## src/rtl/difftest_pkg.sv

```systemverilog
// Shared definitions for the difftest commit queue.
//   - DEF_* : default configuration (commit lanes, PC/data width, queue depth)
//   - CNT_W : width of a per-group entry count (covers 0..8 lanes)
//   - entry_t : one retired instruction {pc, data} at the default width;
//     parameterised instances use the same {pc, data} bit order in flat
//     2*XLEN-bit slots
//   - popcount : number of set bits in a (zero-extended) lane mask
package difftest_pkg;

  localparam int DEF_COMMIT_W = 2;
  localparam int DEF_XLEN     = 32;
  localparam int DEF_DEPTH    = 16;
  localparam int MAX_COMMIT_W = 8;
  localparam int CNT_W        = 4;

  typedef struct packed {
    logic [DEF_XLEN-1:0] pc;
    logic [DEF_XLEN-1:0] data;
  } entry_t;

  function automatic logic [7:0] popcount(input logic [MAX_COMMIT_W-1:0] mask);
    logic [7:0] n;
    n = '0;
    for (int i = 0; i < MAX_COMMIT_W; i++) begin
      n = n + {7'd0, mask[i]};
    end
    return n;
  endfunction

endpackage

```

## src/rtl/commit_lane_packer.sv

```systemverilog
// Lane compaction for one commit group (purely combinational).
// The valid lanes are squeezed, in ascending lane order, into the low
// slots of slot_entry; holes (invalid lanes) are skipped.
// Ports:
//   lane_valid  : per-lane retire valid
//   lane_pc     : lane i PC at [i*XLEN +: XLEN]
//   lane_data   : lane i writeback data, same packing
//   slot_entry  : packed {pc, data} per slot, slot 0 = lowest valid lane
//   slot_count  : number of valid lanes (= number of meaningful slots)
module commit_lane_packer
  import difftest_pkg::*;
#(
  parameter int COMMIT_W = DEF_COMMIT_W,
  parameter int XLEN     = DEF_XLEN
) (
  input  logic [COMMIT_W-1:0]                 lane_valid,
  input  logic [COMMIT_W*XLEN-1:0]            lane_pc,
  input  logic [COMMIT_W*XLEN-1:0]            lane_data,
  output logic [COMMIT_W-1:0][2*XLEN-1:0]     slot_entry,
  output logic [CNT_W-1:0]                    slot_count
);

  localparam int SEL_W = (COMMIT_W > 1) ? $clog2(COMMIT_W) : 1;

  logic [CNT_W-1:0] cnt;

  // A running count of valid lanes seen so far is the destination slot of
  // the next valid lane; it never exceeds the lane index, so it stays in range.
  always_comb begin
    slot_entry = '0;
    cnt        = '0;
    for (int i = 0; i < COMMIT_W; i++) begin
      if (lane_valid[SEL_W'(i)]) begin
        slot_entry[cnt[SEL_W-1:0]] = {lane_pc[i*XLEN +: XLEN], lane_data[i*XLEN +: XLEN]};
        cnt = cnt + CNT_W'(1);
      end
    end
    slot_count = cnt;
  end

endmodule

```

## src/rtl/difftest_commit_queue.sv

```systemverilog
// Difftest commit queue: absorbs up to COMMIT_W retired instructions per
// cycle from the core and replays them one per cycle to a checker.
// Ports:
//   clock, reset        : rising-edge clock, asynchronous active-low reset
//   commit_valid/pc/data: per-lane retire group (lane i at [i*XLEN +: XLEN])
//   commit_num          : retire count claimed by the core (cross-checked)
//   commit_ready        : a full group of COMMIT_W entries fits
//   out_valid/out_ready : serialized checker stream handshake
//   out_pc/out_data     : head entry (zero when the queue is empty)
//   out_seq             : retire sequence number of the head entry
//   occupancy           : current entry count
//   err_overflow        : sticky, a group arrived while commit_ready was 0
//   err_num             : sticky, commit_num disagreed with the valid mask
module difftest_commit_queue
  import difftest_pkg::*;
#(
  parameter int COMMIT_W = DEF_COMMIT_W,
  parameter int XLEN     = DEF_XLEN,
  parameter int DEPTH    = DEF_DEPTH
) (
  input  logic                       clock,
  input  logic                       reset,
  input  logic [COMMIT_W-1:0]        commit_valid,
  input  logic [COMMIT_W*XLEN-1:0]   commit_pc,
  input  logic [COMMIT_W*XLEN-1:0]   commit_data,
  input  logic [7:0]                 commit_num,
  output logic                       commit_ready,
  output logic                       out_valid,
  input  logic                       out_ready,
  output logic [XLEN-1:0]            out_pc,
  output logic [XLEN-1:0]            out_data,
  output logic [31:0]                out_seq,
  output logic [$clog2(DEPTH):0]     occupancy,
  output logic                       err_overflow,
  output logic                       err_num
);

  localparam int PTR_W = $clog2(DEPTH);
  localparam int OCC_W = PTR_W + 1;

  logic [COMMIT_W-1:0][2*XLEN-1:0] slot_entry;
  logic [CNT_W-1:0]                slot_count;
  logic [CNT_W-1:0]                enq_count;
  logic [OCC_W-1:0]                free_slots;
  logic [OCC_W-1:0]                occ_next;
  logic [PTR_W-1:0]                wr_ptr;
  logic [PTR_W-1:0]                rd_ptr;
  logic                            deq;
  logic                            num_mismatch;
  logic [2*XLEN-1:0]               head;
  logic [2*XLEN-1:0]               mem [DEPTH];

  commit_lane_packer #(
    .COMMIT_W (COMMIT_W),
    .XLEN     (XLEN)
  ) u_packer (
    .lane_valid (commit_valid),
    .lane_pc    (commit_pc),
    .lane_data  (commit_data),
    .slot_entry (slot_entry),
    .slot_count (slot_count)
  );

  // Enqueue side: admission is judged on the registered occupancy only; a
  // dequeue in the same cycle is deliberately not credited, so commit_ready
  // never depends on out_ready.
  assign free_slots   = OCC_W'(DEPTH) - occupancy;
  assign commit_ready = (free_slots >= OCC_W'(COMMIT_W));
  assign enq_count    = commit_ready ? slot_count : '0;
  assign num_mismatch = (commit_num != popcount(MAX_COMMIT_W'(commit_valid)));

  // Dequeue side: the head is read from storage, so a freshly written entry
  // shows up only after its enqueue edge. Empty/full come from occupancy,
  // because rd_ptr == wr_ptr is ambiguous once the pointers wrap.
  assign out_valid = (occupancy != '0);
  assign deq       = out_valid & out_ready;
  assign head      = mem[rd_ptr];
  assign out_pc    = out_valid ? head[2*XLEN-1:XLEN] : '0;
  assign out_data  = out_valid ? head[XLEN-1:0]      : '0;
  assign occ_next  = occupancy + OCC_W'(enq_count) - OCC_W'(deq);

  // Storage carries no reset: discarding the queue only needs the pointers
  // and occupancy cleared.
  always_ff @(posedge clock) begin
    for (int k = 0; k < COMMIT_W; k++) begin
      if (CNT_W'(k) < enq_count) begin
        mem[wr_ptr + PTR_W'(k)] <= slot_entry[k];
      end
    end
  end

  always_ff @(posedge clock or negedge reset) begin
    if (!reset) begin
      wr_ptr       <= '0;
      rd_ptr       <= '0;
      occupancy    <= '0;
      out_seq      <= '0;
      err_overflow <= 1'b0;
      err_num      <= 1'b0;
    end else begin
      wr_ptr    <= wr_ptr + PTR_W'(enq_count);
      rd_ptr    <= rd_ptr + PTR_W'(deq);
      occupancy <= occ_next;
      if (deq) begin
        out_seq <= out_seq + 32'd1;
      end
      if (!commit_ready && (commit_valid != '0)) begin
        err_overflow <= 1'b1;
      end
      if (num_mismatch) begin
        err_num <= 1'b1;
      end
    end
  end

endmodule

```

## config.mk

```make
export PLATFORM = sky130hd
export DESIGN_NAME = difftest_commit_queue
export DESIGN_NICKNAME = d
export VERILOG_FILES = /design/src/rtl/difftest_pkg.sv /design/src/rtl/commit_lane_packer.sv /design/src/rtl/difftest_commit_queue.sv
export SDC_FILE = /design/constraint.sdc
export NUM_CORES = 1
export LEC_CHECK = 0
export BUFFER_PORTS_ARGS = -buffer_cell sky130_fd_sc_hd__buf_4
export CAP_MARGIN = 30
export CORE_UTILIZATION = 30
export DETAILED_ROUTE_END_ITERATION = 10
export HOLD_SLACK_MARGIN = 0.06
export SYNTH_ARGS = -nofsm -noshare
export SYNTH_HDL_FRONTEND = slang
export SYNTH_SLANG_ARGS = --single-unit
```

## constraint.sdc

```tcl
create_clock -name clock -period 9.7 [get_ports clock]
set_input_delay 1.94 -clock clock [delete_from_list [all_inputs] [get_ports clock]]
set_output_delay 1.94 -clock clock [all_outputs]
set_load 0.03 [all_outputs]
```

==> summary.txt, run 1 <==
GRT
  • Largest net degree at the start of global routing: 99
  • Number of antenna violations at the first check in global routing: 8
  • Gr ovfl total: 0
  • First-pass GRT wire length: 147000 um
  • Via count of the first global-routing pass: 21400
  • Overall Global Routing Usage: 14.3%

Power and ir drop
  • Switching share of power: 34.1%
  • Net switching power: 4.95 mW
  • Logic pwr share: 34.3%
  • Total power density per cell area: 299 nW/um^2
  • Sequential Power Share: 40.2%
  • P_int: 9.57 mW
  • Worst supply voltage drop on vdd: 190 uV
  • Part of the total power dissipated in the clock network: 25.4%
  • Leak: 16.0 nW

Clocking
  • TritonCTS clock tree: yes
  • Count of hold-fix buffers inserted at cts: 0
  • Post-CTS Setup Inserts: 0
  • Root Driver: sky130_fd_sc_hd__clkbuf_16
  • Maximum buffer depth of the clock tree: 3
  • Number of CTS-inserted buffers: 97
  • Number of clock sinks: 1071
  • Post-CTS clock slew at the launch and capture registers of the worst setup and hold paths: 0.06 ns
  • H-Tree Level Count: 3
  • # resized after CTS: 0
  • Clock Latency Late Sink: 0.67 ns

STA
  • Peak clock frequency supported by timing: 0.165 GHz
  • Period Utilization, post-route: 62.3%
  • Final sum of negative setup slack: 0 ns
  • Final setup skew: 0.0146 ns
  • Final-report max-slew violation count: 0
  • Smallest setup slack after layout: 3.65 ns
  • Number of endpoints with negative hold slack in the final report: 0
  • Worst rel slew slack: 33.9%
  • Slew @ Worst Pin: 0.991 ns
  • Worst Hold Slack: 0.493 ns
  • Setup violators final: 0
  • Unrepaired setup endpoints after global routing: no
  • Shortest clock period the worst path allows after layout: 6.05 ns

Placement
  • I/O Buffers: 181
  • Detailed placer's ending HPWL: 54300 um
  • Post-placement setup slack: 4.26 ns
  • Final weighted congestion in routability-driven placement: 0.765

Floorplanning
  • Number of standard-cell rows in the floorplan: 136
  • Floorplan die height: 376 um
  • Starting utilization of the core area: 30.4%
  • Die area: 141000 sq um
  • Horiz. Die Dim: 376 um
  • I/O Pins: 246
  • Area of the core: 138000 sq um

Route
  • Number of detailed-routing iterations run before antenna repair: 5
  • Total number of vias: 20400
  • Detailed router's first-iteration violation count: 1712
  • Average detailed-routed wire length per instance: 24.4 um
  • Total wirelength of the detailed-routed design: 102000 um
  • Drc violations: 0
  • Per-cell via count in the routed design: 4.88
  • Number of nets with antenna violations after detailed routing: 0

Yosys
  • Post-synth cell types: 42
  • Synthesized net count: 2172
  • Sequential cell area fraction in the yosys report: 76.1%
  • Mapped cell area: 41900 sq um
  • Share of Yosys cell area claimed by the top area cell type: 73.3%
  • Leading cell types by total area after synthesis: sky130_fd_sc_hd__edfxtp_1 (73%), sky130_fd_sc_hd__mux4_2 (11%), sky130_fd_sc_hd__mux2i_1 (4.2%), sky130_fd_sc_hd__dfrtp_1 (2.8%), sky130_fd_sc_hd__and2_1 (0.97%)
  • List of most frequent post-synthesis cells: sky130_fd_sc_hd__edfxtp_1 (1024), sky130_fd_sc_hd__mux4_2 (207), sky130_fd_sc_hd__mux2i_1 (177)
  • Dominant register cell in the synthesized netlist: sky130_fd_sc_hd__edfxtp_1
  • Average instance area after synthesis: 20.8 sq um
  • Flip-flop and latch count after synthesis: 1071
  • Share of synthesized registers carrying an async set or reset: 4.39%
  • Total number of yosys warnings: 0
  • Dominant cell type by area after synthesis: sky130_fd_sc_hd__edfxtp_1
  • Cells after synthesis: 2013
  • Library cell with the highest instance count after synthesis: sky130_fd_sc_hd__edfxtp_1
  • Count of flip-flops with a built-in enable after synthesis: 1024

Critical path
  • CP max stage cell: sky130_fd_sc_hd__dfrtp_4
  • Type of destination of the critical path: output port
  • Max Fanout on Critical Path: 47
  • Worst Path Required: 7.76 ns
  • Slack of the worst reg-to-reg path: 5.95 ns
  • Most frequent cell on the critical path: sky130_fd_sc_hd__buf_4
  • Startpoint of the worst-slack reg-to-reg timing path: occupancy[1]$_DFF_PN0_
  • R2r endpoint: mem[11][44]$_DFFE_PP_
  • Startpoint Class: flop
  • Critical path class: flop to output port
  • Buf+Inv Stages, Crit Path: 3
  • Largest stage delay on the critical path: 0.78 ns
  • WP data arrival: 4.11 ns
  • Ordered list of cells on the worst path: buf_4 > buf_4 > mux4_2 > o2111ai_1 > a21oi_1 > buf_4
  • Largest delay share family, worst path: buffers and inverters
  • Logic depth of the worst register-to-register path: 8

Hold path
  • Number of cells on the worst hold path: 1
  • Min-delay worst type: flop to flop
  • End point of the most critical hold path: out_seq[31]$_DFFE_PN0P_
  • Origin of the worst min-delay path: out_seq[31]$_DFFE_PN0P_

Cells and area
  • Synthesis-to-finish area growth: 15.9%
  • Utilization after layout: 35.2%
  • Fill count: 12800
  • Number of nets in the layout: 2399
  • Ratio of cells with drive above 1 in the final layout: 26.2%

Job
  • Max capacitance violation total: 0

Run status
  • Result of the run: completed
## layout by cell type, fill, tap and decap left out, drive strengths merged, types with 19 or more instances in the layout
master | synthesis | final
dfrtp | 47 | 47
and2 | 66 | 66
inv | 17 | 21
nor2 | 23 | 23
xnor2 | 32 | 32
mux2i | 177 | 177
clkbuf | 38 | 120
a311oi | 19 | 19
edfxtp | 1024 | 1024
a22oi | 30 | 30
a21oi | 21 | 21
mux4 | 207 | 207
buf | 69 | 235
clkinv | 0 | 42
o2111ai | 22 | 22
o22ai | 34 | 34
nand2 | 70 | 70
## power groups by stage
stage | Combinational [mW] | Sequential, mW | Clock [mW]
after floorplan | 3.41 | 5.87 | 0
after global routing | 5.32 | 5.89 | 3.93
after global placement | 5.04 | 5.91 | 0
final | 4.99 | 5.84 | 3.70
after detailed placement | 5.11 | 5.95 | 0
after CTS | 5.12 | 5.85 | 3.77
## routing by layer
metal  GRT usage (%)  wire length [um]  vias up
li1                -                 -     8747
met1            18.4             42400    10900
met2            25.0             52200      581
met3            2.05              5210      141
met4            4.37              2340        4
met5               0                21        -
## worst max path at each step
stage | endpoint | from | cells past startpoint | slack [ns]
floorplan | mem[0][0]$_DFFE_PP_ | commit_valid[0] | 2 | 0.85
global placement | out_data[16] | rd_ptr[1]$_DFF_PN0_ | 6 | 4.32
detailed placement | out_data[16] | rd_ptr[1]$_DFF_PN0_ | 6 | 4.26
CTS | out_data[16] | rd_ptr[1]$_DFF_PN0_ | 6 | 3.52
global route | out_data[16] | rd_ptr[1]$_DFF_PN0_ | 6 | 3.52
finish | out_data[16] | rd_ptr[1]$_DFF_PN0_ | 6 | 3.65
## logic make-up (layout without fill, tap and decap cells)
group,Yosys count,after routing,synth area share (%)
AOI/OAI and AO/OA,151,151,2.53
xor gates and xnor gates,43,43,0.898
adders and majority gates,18,18,0.555
buffers and inverters,124,428,1.74
DFF,1071,1071,76.1
muxes,385,385,15.4
other,0,3,0
and+or+nand+nor,221,221,2.80
## metrics by stage
stage	std cells	instance area, sq um	total power [mW]
after floorplan	2013	41900	9.28
after global placement	4001	45500	11.0
after detailed placement	4004	45600	11.1
after CTS	4180	48600	14.7
after global routing	4181	48600	15.1
final	4183	48600	14.5
## flip-flops by register name (all words and copies together) (netlist names)
| register | flops |
|---|---|
| err_num | 1 |
| occupancy | 5 |
| wr_ptr | 4 |
| out_seq | 32 |
| err_overflow | 1 |
| rd_ptr | 4 |
| mem | 1024 |
## area by class of cell
class                           instances  area, sq um  share of cell area [%]
Sequential cell                      1071        31900                    65.7
Multi-Input combinational cell        818         9420                    19.4
Clock buffer                          120         2530                    5.22
Tap cell                             1863         2330                    4.80
Timing Repair Buffer                  235         1820                    3.75
Clock inverter                         56          489                    1.01
Inverter                               17         66.3                   0.136
Antenna cell                            3         7.51                  0.0154
## worst register-to-register path: stages (launching register included)
cell                        delay [ns]
sky130_fd_sc_hd__dfrtp_1          0.40
sky130_fd_sc_hd__inv_1            0.13
sky130_fd_sc_hd__ha_1             0.22
sky130_fd_sc_hd__and2_1           0.14
sky130_fd_sc_hd__ha_1             0.27
sky130_fd_sc_hd__nand3_1          0.15
sky130_fd_sc_hd__o2111ai_1        0.47
sky130_fd_sc_hd__nor2_4           0.78
sky130_fd_sc_hd__buf_4            0.79
(Power assumes the default switching activity.)
==> run 2, diff against run 1 <==
- ABC_AREA: default -> 1
- clock period: 9.7 -> 5 ns (I/O delays scaled with it)
==> run 2 against run 1 <==
Cell count up 60%; utilization fell by 0.10 points; total power grew 120%; critical path depth is the same; clock skew up 0.011 ns; routed wire length increased by 21%; global-route usage rose by 1.3 points; combinational power grew 140%; die area grew 10%; critical endpoint is now out_data[4]; largest power group is now combinational cells.
==> summary.txt, run 2 <==
Yosys
  • Dominant register cell in the synthesized netlist: sky130_fd_sc_hd__edfxtp_1
  • Sequential cell area fraction in the yosys report: 68.9%
  • Share of synthesized registers carrying an async set or reset: 4.39%
  • Flip-flop and latch count after synthesis: 1071
  • Mapped cell area: 46400 sq um
  • Post-synth cell types: 28
  • Library cell with the highest instance count after synthesis: sky130_fd_sc_hd__nand2_1
  • List of most frequent post-synthesis cells: sky130_fd_sc_hd__nand2_1 (1673), sky130_fd_sc_hd__edfxtp_1 (1024), sky130_fd_sc_hd__nand3_1 (660)
  • Dominant cell type by area after synthesis: sky130_fd_sc_hd__edfxtp_1
  • Synthesized net count: 4614
  • Share of Yosys cell area claimed by the top area cell type: 66.3%
  • Leading cell types by total area after synthesis: sky130_fd_sc_hd__edfxtp_1 (66%), sky130_fd_sc_hd__nand2_1 (14%), sky130_fd_sc_hd__nand3_1 (7.1%), sky130_fd_sc_hd__inv_1 (5.0%), sky130_fd_sc_hd__dfrtp_1 (2.5%)
  • Total number of yosys warnings: 0
  • Average instance area after synthesis: 10.4 sq um
  • Count of flip-flops with a built-in enable after synthesis: 1024
  • Cells after synthesis: 4455

Critical path
  • Critical path class: flop to output port
  • Max Fanout on Critical Path: 51
  • Buf+Inv Stages, Crit Path: 2
  • R2r endpoint: occupancy[4]$_DFF_PN0_
  • Critical Path End: out_data[4]
  • Worst setup path startpoint: rd_ptr[1]$_DFF_PN0_
  • Worst Path Required: 4.00 ns
  • Type of destination of the critical path: output port
  • Startpoint of the worst-slack reg-to-reg timing path: occupancy[1]$_DFF_PN0_
  • Ordered list of cells on the worst path: buf_4 > nand3_1 > nand3_1 > nand3_1 > a21oi_1 > buf_4
  • WP data arrival: 3.52 ns
  • Startpoint Class: flop
  • Critical path depth in cells: 6
  • Most frequent cell on the critical path: sky130_fd_sc_hd__nand3_1
  • Logic depth of the worst register-to-register path: 16
  • Largest delay share family, worst path: buffers and inverters
  • CP max stage cell: sky130_fd_sc_hd__dfrtp_4
  • Largest stage delay on the critical path: 0.82 ns
  • Slack of the worst reg-to-reg path: 1.45 ns

Floorplanning
  • Floorplan die height: 395 um
  • I/O Pins: 246
  • Horiz. Die Dim: 395 um
  • Starting utilization of the core area: 30.4%
  • Die area: 156000 sq um
  • Area of the core: 153000 sq um
  • Number of standard-cell rows in the floorplan: 143

Cells and area
  • Fill count: 15000
  • Ratio of cells with drive above 1 in the final layout: 9.17%
  • Sequential cell area: 31900 sq um
  • Leading cell types in the layout, fill and taps excluded: sky130_fd_sc_hd__nand2_1 (1673), sky130_fd_sc_hd__edfxtp_1 (1024), sky130_fd_sc_hd__nand3_1 (660)
  • Area occupied by multi-input gates: 11000 sq um
  • Largest regs: mem x1024, out_seq x32, occupancy x5
  • Max FFs per register: 1024
  • Synthesis-to-finish area growth: 15.5%
  • Number of non-filler instances in the completed layout: 6706
  • Antenna cell count: 0
  • Number of nets in the layout: 4742
  • Largest register by flop count: mem
  • Utilization after layout: 35.1%
  • Commonest non-fill, non-tap cell in the layout: sky130_fd_sc_hd__nand2_1

Route
  • Drc violations: 0
  • Number of nets with antenna violations after detailed routing: 0
  • Total wirelength of the detailed-routed design: 124000 um
  • Total number of vias: 30500
  • Average detailed-routed wire length per instance: 18.4 um
  • Per-cell via count in the routed design: 4.55
  • Number of detailed-routing iterations run before antenna repair: 6
  • Detailed router's first-iteration violation count: 2878

Clocking
  • # resized after CTS: 0
  • Post-CTS clock slew at the launch and capture registers of the worst setup and hold paths: 0.07 ns
  • H-Tree Level Count: 3
  • Number of CTS-inserted buffers: 106
  • Number of clock sinks: 1071
  • Maximum buffer depth of the clock tree: 3
  • Count of hold-fix buffers inserted at cts: 0
  • TritonCTS clock tree: yes
  • Root Driver: sky130_fd_sc_hd__clkbuf_16
  • Post-CTS Setup Inserts: 0
  • Clock Latency Late Sink: 0.73 ns

STA
  • Final setup skew: 0.0252 ns
  • Peak clock frequency supported by timing: 0.221 GHz
  • Number of endpoints with negative hold slack in the final report: 0
  • Period Utilization, post-route: 90.3%
  • Smallest setup slack after layout: 0.485 ns
  • Setup violators final: 0
  • Shortest clock period the worst path allows after layout: 4.52 ns
  • Final-report max-slew violation count: 0
  • Worst Hold Slack: 0.273 ns
  • Unrepaired setup endpoints after global routing: no
  • Worst rel slew slack: 17.4%
  • Slew @ Worst Pin: 1.24 ns

Placement
  • I/O Buffers: 181
  • Number of placed instances, taps included: 6505
  • Detailed placer's ending HPWL: 63300 um
  • Final weighted congestion in routability-driven placement: 0.805
  • Post-placement setup slack: 1.21 ns

GRT
  • Overall Global Routing Usage: 15.6%
  • Via count of the first global-routing pass: 29600
  • First-pass GRT wire length: 184000 um
  • Gr ovfl total: 0
  • Number of antenna violations at the first check in global routing: 10
  • Largest net degree at the start of global routing: 206

Job
  • Max capacitance violation total: 0

Power and ir drop
  • Total power density per cell area: 584 nW/um^2
  • Total Power Consumption: 31.3 mW
  • Leak: 22.4 nW
  • Worst supply voltage drop on vdd: 860 uV

Hold path
  • Min-delay worst type: input port to asynchronous set/reset pin

Run status
  • Result of the run: completed
==> run 2: cell count changes in the layout (fill, tap and decap cells not counted), moves of 34 or more <==
cell / previous run / this run
sky130_fd_sc_hd__inv_1: 16 / 616
sky130_fd_sc_hd__mux2i_1: 177 / 0
sky130_fd_sc_hd__o22ai_1: 34 / 0
sky130_fd_sc_hd__and2_1: 66 / 0
sky130_fd_sc_hd__mux4_2: 207 / 0
sky130_fd_sc_hd__a21oi_1: 21 / 67
sky130_fd_sc_hd__nand2_1: 69 / 1673
sky130_fd_sc_hd__nand3_1: 11 / 660
==> run 2: per-stage QoR <==
step / TNS, ns / instance area [sq um]
after detailed placement: 0 / 50000
final: 0 / 53500
after global routing: 0 / 53500
after global placement: 0 / 50000
after CTS: 0 / 53500
after floorplan: -32.73 / 46400
==> run 2: cell type report <==
| class | instances | share of cell area, % |
|---|---|---|
| Inverter | 622 | 4.42 |
| Clock inverter | 66 | 1.36 |
| Sequential cell | 1071 | 59.7 |
| Timing Repair Buffer | 247 | 4.09 |
| Tap cell | 2030 | 4.74 |
| Multi-Input combinational cell | 2535 | 20.5 |
| Clock buffer | 135 | 5.24 |
==> run 2: per-layer routing <==
| layer | track usage [%] | share of wire [%] | vias to the layer above |
|---|---|---|---|
| met2 | 25.9 | 47 | 855 |
| met5 | 0 | 0.075 | - |
| met3 | 2.71 | 6.0 | 202 |
| met4 | 5.14 | 2.6 | 14 |
| li1 | - | - | 14700 |
| met1 | 20.6 | 44 | 14700 |
==> run 2: worst min-delay path by stage <==
stage | from | end | cells past startpoint
6_report | reset | out_seq[11]$_DFFE_PN0P_ | 1
5_1_grt | reset | out_seq[10]$_DFFE_PN0P_ | 1
4_1_cts | reset | out_seq[11]$_DFFE_PN0P_ | 1
3_5_place_dp | err_overflow$_DFFE_PN0P_ | err_overflow$_DFFE_PN0P_ | 1
3_3_place_gp | err_overflow$_DFFE_PN0P_ | err_overflow$_DFFE_PN0P_ | 1
2_1_floorplan | rd_ptr[1]$_DFF_PN0_ | rd_ptr[1]$_DFF_PN0_ | 1
==> run 2: cells by family after synthesis <==
family / synth area share, %
flip-flops: 68.9
AND/OR/NAND/NOR: 21.5
XOR/XNOR: 0.586
AO/OA/AOI/OAI: 0.761
adder cells (fa/ha/maj): 0.502
buffers and inverters: 7.76
==> run 2: power breakdown <==
| group | internal, mW | leakage [nW] | switching (mW) |
|---|---|---|---|
| logic | 3.40 | 10.7 | 8.46 |
| clock network | 4.65 | 1.71 | 3.46 |
| registers | 10.9 | 9.98 | 0.435 |
==> run 2: worst register-to-register path, delay by kind of cell, from the launching register on <==
family                   cells  cell delay [ns]
AO/OA/AOI/OAI                1             0.16
adder cells (fa/ha/maj)      5             1.77
XOR/XNOR                     1             0.15
flip-flops                   1             0.42
AND/OR/NAND/NOR              4             0.38
buffers and inverters        5             0.59
